===== src/rtl/tm1638_if.sv =====
// Pin-level bus between the TM1638 serial master and the LED/key board.
interface tm1638_if;
    logic tm_stb;
    logic tm_clk;
    logic tm_dio_out;
    logic tm_dio_oe;
    logic tm_dio_in;

    modport master (
        output tm_stb, tm_clk, tm_dio_out, tm_dio_oe,
        input  tm_dio_in
    );
    modport slave (
        input  tm_stb, tm_clk, tm_dio_out, tm_dio_oe,
        output tm_dio_in
    );
endinterface


===== src/rtl/tm1638_ctrl.sv =====
// TM1638 serial master: refreshes digits/LEDs every frame and reads the key scan back.
//   state   | meaning
//   IDLE    | stb-high gap before the frame, snapshot inputs at its end
//   T_MODE  | send 0x40 (write, auto-increment)
//   T_DATA  | send 0xC0 followed by 16 display bytes
//   T_CTRL  | send display control byte
//   T_RDCMD | send 0x42, release DIO after the last clock rise
//   T_WAIT  | DIO turnaround, tm_clk held high
//   T_READ  | clock in 4 key-scan bytes
//   DONE    | publish key vector with key_valid pulse
module tm1638_ctrl #(
    parameter int clk_mhz  = 27,
    parameter int sclk_khz = 500,
    parameter int wait_us  = 2
) (
    input  logic        clk,
    input  logic        rst,
    input  logic [63:0] seg_data,
    input  logic [7:0]  led,
    input  logic [2:0]  brightness,
    input  logic        display_on,
    output logic [7:0]  key,
    output logic        key_valid,
    tm1638_if.master    tm
);
    localparam int HALF = clk_mhz * 1000 / (2 * sclk_khz);
    localparam int WAIT = clk_mhz * wait_us;
    localparam logic [15:0] HALF_TC = 16'(HALF - 1);
    localparam logic [15:0] BIT_TC  = 16'(2 * HALF - 1);
    localparam logic [15:0] WAIT_TC = 16'(WAIT - 1);
    localparam logic [7:0]  CMD_MODE = 8'h40;
    localparam logic [7:0]  CMD_ADDR = 8'hC0;
    localparam logic [7:0]  CMD_READ = 8'h42;

    generate
        if (HALF < 4) begin : g_half_chk
            $error("tm1638_ctrl: serial half period must be at least 4 clk cycles");
        end
    endgenerate

    typedef enum logic [2:0] {IDLE, T_MODE, T_DATA, T_CTRL, T_RDCMD, T_WAIT, T_READ, DONE} state_t;
    typedef enum logic [2:0] {PH_GAP, PH_PRE, PH_LOW, PH_HIGH, PH_POST} phase_t;

    state_t      state, state_nxt;
    phase_t      phase, phase_nxt;
    logic [15:0] cnt, cnt_nxt;
    logic [7:0]  bit_idx, bit_nxt;
    logic        stb_q, clk_q, oe_q, dout_q;
    logic        stb_nxt, clk_nxt, oe_nxt, dout_nxt;
    logic        snap_en, sample_en, key_load;
    logic [63:0] seg_snap;
    logic [7:0]  led_snap;
    logic [7:0]  ctrl_byte;
    logic [7:0]  rx_key;
    logic        dio_meta, dio_sync;
    logic [7:0]  tx_idx;
    logic [3:0]  addr;
    logic        tx_bit;
    logic        last_bit;

    assign tm.tm_stb     = stb_q;
    assign tm.tm_clk     = clk_q;
    assign tm.tm_dio_oe  = oe_q;
    assign tm.tm_dio_out = dout_q;

    always_ff @(posedge clk) begin
        dio_meta <= tm.tm_dio_in;
        dio_sync <= dio_meta;
    end

    always_ff @(posedge clk) begin
        if (snap_en) begin
            seg_snap  <= seg_data;
            led_snap  <= led;
            ctrl_byte <= {4'b1000, display_on, brightness};
        end
    end

    always_comb begin
        unique case (state)
            T_DATA:  last_bit = (bit_idx == 8'd135);
            T_READ:  last_bit = (bit_idx == 8'd31);
            default: last_bit = (bit_idx == 8'd7);
        endcase
    end

    // Bit to drive on the next tm_clk fall: the current bit from the preamble, otherwise the following one.
    always_comb begin
        tx_idx = (phase == PH_PRE) ? bit_idx : bit_idx + 8'd1;
        addr   = tx_idx[6:3] - 4'd1;
        tx_bit = 1'b1;
        case (state)
            T_MODE:  tx_bit = CMD_MODE[tx_idx[2:0]];
            T_DATA: begin
                if (tx_idx[7:3] == 5'd0)
                    tx_bit = CMD_ADDR[tx_idx[2:0]];
                else if (!addr[0])
                    tx_bit = seg_snap[{addr[3:1], ~tx_idx[2:0]}];
                else
                    tx_bit = (tx_idx[2:0] == 3'd0) && led_snap[addr[3:1]];
            end
            T_CTRL:  tx_bit = ctrl_byte[tx_idx[2:0]];
            T_RDCMD: tx_bit = CMD_READ[tx_idx[2:0]];
            default: tx_bit = 1'b1;
        endcase
    end

    always_comb begin
        state_nxt = state;
        phase_nxt = phase;
        cnt_nxt   = cnt + 16'd1;
        bit_nxt   = bit_idx;
        stb_nxt   = stb_q;
        clk_nxt   = clk_q;
        oe_nxt    = oe_q;
        dout_nxt  = dout_q;
        snap_en   = 1'b0;
        sample_en = 1'b0;
        key_load  = 1'b0;
        if (state == T_WAIT) begin
            if (cnt == WAIT_TC) begin
                cnt_nxt   = '0;
                state_nxt = T_READ;
                phase_nxt = PH_LOW;
                bit_nxt   = '0;
                clk_nxt   = 1'b0;
                dout_nxt  = 1'b1;
            end
        end else if (state == DONE) begin
            cnt_nxt   = '0;
            state_nxt = IDLE;
            phase_nxt = PH_GAP;
        end else begin
            unique case (phase)
                PH_GAP: if (cnt == BIT_TC) begin
                    cnt_nxt   = '0;
                    phase_nxt = PH_PRE;
                    stb_nxt   = 1'b0;
                    oe_nxt    = 1'b1;
                    bit_nxt   = '0;
                    if (state == IDLE) begin
                        state_nxt = T_MODE;
                        snap_en   = 1'b1;
                    end
                end
                PH_PRE: if (cnt == BIT_TC) begin
                    cnt_nxt   = '0;
                    phase_nxt = PH_LOW;
                    clk_nxt   = 1'b0;
                    dout_nxt  = tx_bit;
                end
                PH_LOW: if (cnt == HALF_TC) begin
                    cnt_nxt   = '0;
                    phase_nxt = PH_HIGH;
                    clk_nxt   = 1'b1;
                    sample_en = (state == T_READ);
                end
                PH_HIGH: begin
                    if (state == T_RDCMD && last_bit && cnt == 16'd0)
                        oe_nxt = 1'b0;
                    if (cnt == HALF_TC) begin
                        cnt_nxt = '0;
                        if (!last_bit) begin
                            bit_nxt   = bit_idx + 8'd1;
                            phase_nxt = PH_LOW;
                            clk_nxt   = 1'b0;
                            dout_nxt  = tx_bit;
                        end else if (state == T_RDCMD) begin
                            state_nxt = T_WAIT;
                        end else begin
                            phase_nxt = PH_POST;
                        end
                    end
                end
                PH_POST: if (cnt == HALF_TC) begin
                    cnt_nxt   = '0;
                    stb_nxt   = 1'b1;
                    phase_nxt = PH_GAP;
                    case (state)
                        T_MODE:  state_nxt = T_DATA;
                        T_DATA:  state_nxt = T_CTRL;
                        T_CTRL:  state_nxt = T_RDCMD;
                        default: begin
                            state_nxt = DONE;
                            key_load  = 1'b1;
                        end
                    endcase
                end
                default: phase_nxt = PH_GAP;
            endcase
        end
    end

    always_ff @(posedge clk) begin
        if (rst) begin
            state     <= IDLE;
            phase     <= PH_GAP;
            cnt       <= '0;
            bit_idx   <= '0;
            stb_q     <= 1'b1;
            clk_q     <= 1'b1;
            oe_q      <= 1'b0;
            dout_q    <= 1'b1;
            rx_key    <= '0;
            key       <= '0;
            key_valid <= 1'b0;
        end else begin
            state     <= state_nxt;
            phase     <= phase_nxt;
            cnt       <= cnt_nxt;
            bit_idx   <= bit_nxt;
            stb_q     <= stb_nxt;
            clk_q     <= clk_nxt;
            oe_q      <= oe_nxt;
            dout_q    <= dout_nxt;
            key_valid <= key_load;
            if (key_load)
                key <= rx_key;
            // Only bits 0 and 4 of each scan byte carry keys.
            if (sample_en && bit_idx[2:0] == 3'd0)
                rx_key[{1'b0, bit_idx[4:3]}] <= dio_sync;
            if (sample_en && bit_idx[2:0] == 3'd4)
                rx_key[{1'b1, bit_idx[4:3]}] <= dio_sync;
        end
    end
endmodule


===== src/flat_wrapper.sv =====
// flat-port wrapper written by rule: the top's interface ports become plain ports
module tm1638_ctrl_flat 
#(
    parameter int clk_mhz  = 27,
    parameter int sclk_khz = 500,
    parameter int wait_us  = 2
)
  (clk, rst, seg_data, led, brightness, display_on, key, key_valid, tm_tm_stb, tm_tm_clk, tm_tm_dio_out, tm_tm_dio_oe, tm_tm_dio_in);
  tm1638_if tm_i ();
  input  logic clk;
  input  logic rst;
  input  logic [63:0] seg_data;
  input  logic [7:0] led;
  input  logic [2:0] brightness;
  input  logic display_on;
  output logic [7:0] key;
  output logic key_valid;
  output wire logic [$bits(tm_i.tm_stb)-1:0] tm_tm_stb;
  output wire logic [$bits(tm_i.tm_clk)-1:0] tm_tm_clk;
  output wire logic [$bits(tm_i.tm_dio_out)-1:0] tm_tm_dio_out;
  output wire logic [$bits(tm_i.tm_dio_oe)-1:0] tm_tm_dio_oe;
  input wire logic [$bits(tm_i.tm_dio_in)-1:0] tm_tm_dio_in;
  assign tm_tm_stb = tm_i.tm_stb;
  assign tm_tm_clk = tm_i.tm_clk;
  assign tm_tm_dio_out = tm_i.tm_dio_out;
  assign tm_tm_dio_oe = tm_i.tm_dio_oe;
  assign tm_i.tm_dio_in = tm_tm_dio_in;
  tm1638_ctrl #(.clk_mhz(clk_mhz), .sclk_khz(sclk_khz), .wait_us(wait_us)) u_core (.clk(clk), .rst(rst), .seg_data(seg_data), .led(led), .brightness(brightness), .display_on(display_on), .key(key), .key_valid(key_valid), .tm(tm_i));
endmodule

===== config.mk =====
export PLATFORM = sky130hd
export DESIGN_NAME = tm1638_ctrl_flat
export DESIGN_NICKNAME = d
export VERILOG_FILES = /design/src/rtl/tm1638_if.sv /design/src/rtl/tm1638_ctrl.sv /design/src/flat_wrapper.sv
export SDC_FILE = /design/constraint.sdc
export NUM_CORES = 1
export LEC_CHECK = 0
export CAP_MARGIN = 10
export CORE_MARGIN = 2
export CORE_UTILIZATION = 30
export DETAILED_ROUTE_END_ITERATION = 10
export GPL_TIMING_DRIVEN = 1
export PLACE_DENSITY = 0.59
export SLEW_MARGIN = 20
export SYNTH_ARGS = -nofsm -noshare
export SYNTH_HDL_FRONTEND = slang
export SYNTH_SLANG_ARGS = --single-unit

===== constraint.sdc =====
create_clock -name clk -period 16.6 [get_ports clk]
set_input_delay 4.98 -clock clk [delete_from_list [all_inputs] [get_ports clk]]
set_output_delay 4.98 -clock clk [all_outputs]
set_load 0.01 [all_outputs]

==> summary.md <==
| Metric | Value |
|---|---|
| Status | `finished, final reports clean` |
| FILL cells | `2131` |
| Die area | `0.0237 mm²` |
| Wire per inst | `15.8 µm` |
| Clock tree sinks | `129` |
| Critical path data arrival time | `1.33 ns` |
| Iteration-0 DRC Markers | `293` |
| Yosys reg bits | `129` |
| Rows | `54` |
| Register area | `0.00334 mm²` |
| Tightest Pin Transition | `1.01 ns` |
| Initial core utilization | `30.7%` |
| Synth Flop Type | `edfxtp_1` |
| Critical path depth | `1` |
| Slowest cell delay on critical path | `0.57 ns` |
| Async SR Flop Fraction | `0%` |
| Hold crit path type | `flop to flop` |
| Startpoint Class | `flop` |
| Cells after Synth | `a little over 600` |
| Final Hold Viols | `0` |
| Worst Setup End Kind | `output pin` |
| RePlAce Congestion | `0.745` |
| Final setup violation count | `0` |
| Slew margin rel. | `around a third` |
| GRT Overall Usage | `a little over an eighth` |
| Count leader, synth | `edfxtp_1` |
| Setup Skew | `0.0118 ns` |
| Via count | `between 4000 and 5000` |
| Critical-path top delay cell | `clkdlybuf4s50_1` |
| # diodes | `0` |
| Synth Warn # | `0` |
| Worst-skew pair later-pin latency | `0.42 ns` |
| Crit path kind | `flop to output pin` |
| RR Endpoint | `u_core.tm.tm_dio_out$_SDFFE_PP1P_` |
| Crit share post-route | `38.0%` |
| Tmin final | `6.31 ns` |
| Worst R2R Setup Slack | `12.58 ns` |
| Crit-path leading delay family | `buffers and inverters` |
| Max-Cap Viols | `0` |
| Hpwl dp | `10.4 mm` |
| Share of cells above drive strength 1 | `between 10% and 20%` |
| Post-route DRC | `0` |
| Core area | `0.0220 mm²` |
| Avg Inst Size Synth | `between 10 and 15 µm²` |
| Total nets after synthesis | `~700` |
| Post-synth EDFFs | `76` |
| Post-layout util | `about two fifths` |
| Reg-to-Reg Start | `u_core.bit_idx[0]$_SDFFE_PP0P_` |
| Crit path from | `u_core.tm.tm_dio_out$_SDFFE_PP1P_` |
| Reg2reg path depth | `12` |
| Leak pwr | `approximately 2.7 nW` |
| RSZ-0062 raised after global routing | `no` |
| Initial antenna violation count | `0` |
| Final slew viol count | `0` |
| Via count of the first global-routing pass | `approximately 4800` |
| Via density | `about 5` |
| Total CTS buffers | `17` |
| IO Port Bufs | `91` |
| Area contributors post-synth | `edfxtp_1 (34%), dfxtp_1 (16%), mux2i_1 (7.4%), mux4_2 (6.3%), nor2_1 (3.8%)` |
| Hold bufs inserted after CTS | `0` |
| Number of H-tree levels | `4` |
| First-pass GRT wire length | `about 25 mm` |
| Post-synth top area share | `between 30% and 40%` |
| PwrDens | `90.0 mW/mm²` |
| Top Ports | `92` |
| Area of the multi-input gates | `0.00317 mm²` |
| Die Y | `154 µm` |
| Worst Path Required | `11.62 ns` |
| Largest net degree at the start of global routing | `77` |
| Most frequent cells after synthesis | `edfxtp_1 (76), nor2_1 (69), dfxtp_1 (53)` |
| Overflow after GRT | `0` |
| Drt pass-1 iters | `5` |
| Post-CTS Setup Inserts | `0` |
| Fin area | `0.00843 mm²` |
| Die Wd | `about 150 µm` |
| Layout Nets | `between 700 and 800` |
| Yosys top cell by area | `edfxtp_1` |
| CP Max Fanout | `2` |
| Clk buf depth | `2` |
| Clock Pin Slew Worst Setup and Hold Paths | `0.06 ns` |
| Yosys cell types | `75` |
| CTS tree | `built` |
| DRT antenna net count | `0` |
| Critical Path End | `tm_tm_dio_out` |
| Crit path buffers/inverters | `1` |
| Sequential share of the synthesized area | `49.5%` |
| Routed wire length | `15.4 mm` |
| FMAX | `around 0.16 GHz` |
| Post-cts repair resize count | `0` |
| DP Area | `a little under 0.008 mm²` |
| Max rail drop VDD | `58.6 µV` |
| Area growth syn-to-layout | `24.9%` |
| Worst-path cell chain | `clkdlybuf4s50_1` |
| CTS root buffer | `clkbuf_16` |
| Cell area after synthesis | `between 0.006 and 0.007 mm²` |
| Fin Setup TNS | `0 ns` |
-- layer usage --
layer / global-route usage (%) / vias to the layer above / share of wire (%) / wire length, µm
li1: - / 2440 / - / -
met1: 18.0 / 2327 / 48 / 7320
met2: 20.8 / 115 / 47 / 7280
met3: 3.24 / 8 / 4.3 / 659
met4: 4.14 / 0 / 0.90 / 138
met5: 0 / - / 0 / 0
-- stage by stage --
step | total power, mW | hold slack [ns] | worst slack (ns) | std cells
global route | 0.787 | 0.352 | 10.24 | 972
global placement | 0.394 | 0.338 | 10.03 | 940
detailed placement | 0.394 | 0.337 | 10.01 | 940
floorplan | 0.372 | 0.310 | 9.50 | 609
finish | 0.759 | 0.343 | 10.29 | 972
CTS | 0.770 | 0.352 | 10.25 | 972
-- flip-flops by register name, indices dropped and copies added, names as in the netlist, 3 cells and up --
register          cells
u_core.bit_idx        8
u_core.cnt           16
u_core.ctrl_byte      4
u_core.key            8
u_core.led_snap       8
u_core.phase          3
u_core.rx_key         8
u_core.seg_snap      64
u_core.state          3
-- logic make-up (layout without fill, tap and decap cells) --
| family | count (synthesis) | in the layout | share of synthesized area (%) |
|---|---|---|---|
| simple gates | 219 | 219 | 17.1 |
| flops | 129 | 129 | 49.5 |
| compound gates | 108 | 108 | 11.5 |
| mux | 70 | 70 | 13.9 |
| buf+inv | 54 | 137 | 3.73 |
| xor+xnor | 22 | 22 | 2.97 |
| fa+ha+maj | 7 | 7 | 1.30 |
-- layout by cell type, fill, tap and decap left out, types with 5 or more instances in the layout --
cell type         n
nand3_1          22
clkdlybuf4s50_1  91
ha_1              7
nor4_1            6
mux4_2           19
mux2i_1          50
dfxtp_1          53
nor2_1           69
nand3b_1         10
buf_4             7
clkbuf_16        17
or3_1             9
a211oi_1          7
xnor2_1          11
nor2b_1          11
o21ai_0          18
inv_1             7
a21oi_1          31
nor3_1           13
xor2_1           10
nand2b_1          5
nand4_1           7
edfxtp_1         76
nand2_1          32
-- worst min-delay path by stage --
stage,endpoint,depth (start not counted),slack (ns),from
6_report,u_core.dio_sync$_DFF_P_,0,0.34,u_core.dio_meta$_DFF_P_
5_1_grt,u_core.dio_sync$_DFF_P_,0,0.35,u_core.dio_meta$_DFF_P_
4_1_cts,u_core.dio_sync$_DFF_P_,0,0.35,u_core.dio_meta$_DFF_P_
3_5_place_dp,u_core.dio_sync$_DFF_P_,0,0.34,u_core.dio_meta$_DFF_P_
3_3_place_gp,u_core.dio_sync$_DFF_P_,0,0.34,u_core.dio_meta$_DFF_P_
2_1_floorplan,u_core.dio_sync$_DFF_P_,0,0.31,u_core.dio_meta$_DFF_P_
-- layout make-up --
class | count | share of cell area, %
multi-input cells | 426 | 37.6
clock buffers | 21 | 5.22
flip-flops and latches | 129 | 39.6
clock inverters | 11 | 1.65
repair buffers | 98 | 11.4
inverters | 7 | 0.312
well taps | 280 | 4.15
-- where the power goes --
part           internal [mW]  leakage, nW  switching [mW]
combinational         0.0264         1.31          0.0172
sequential             0.340         1.11         0.00380
clock                  0.234        0.272           0.138
Power figures use the tool's default switching activity.
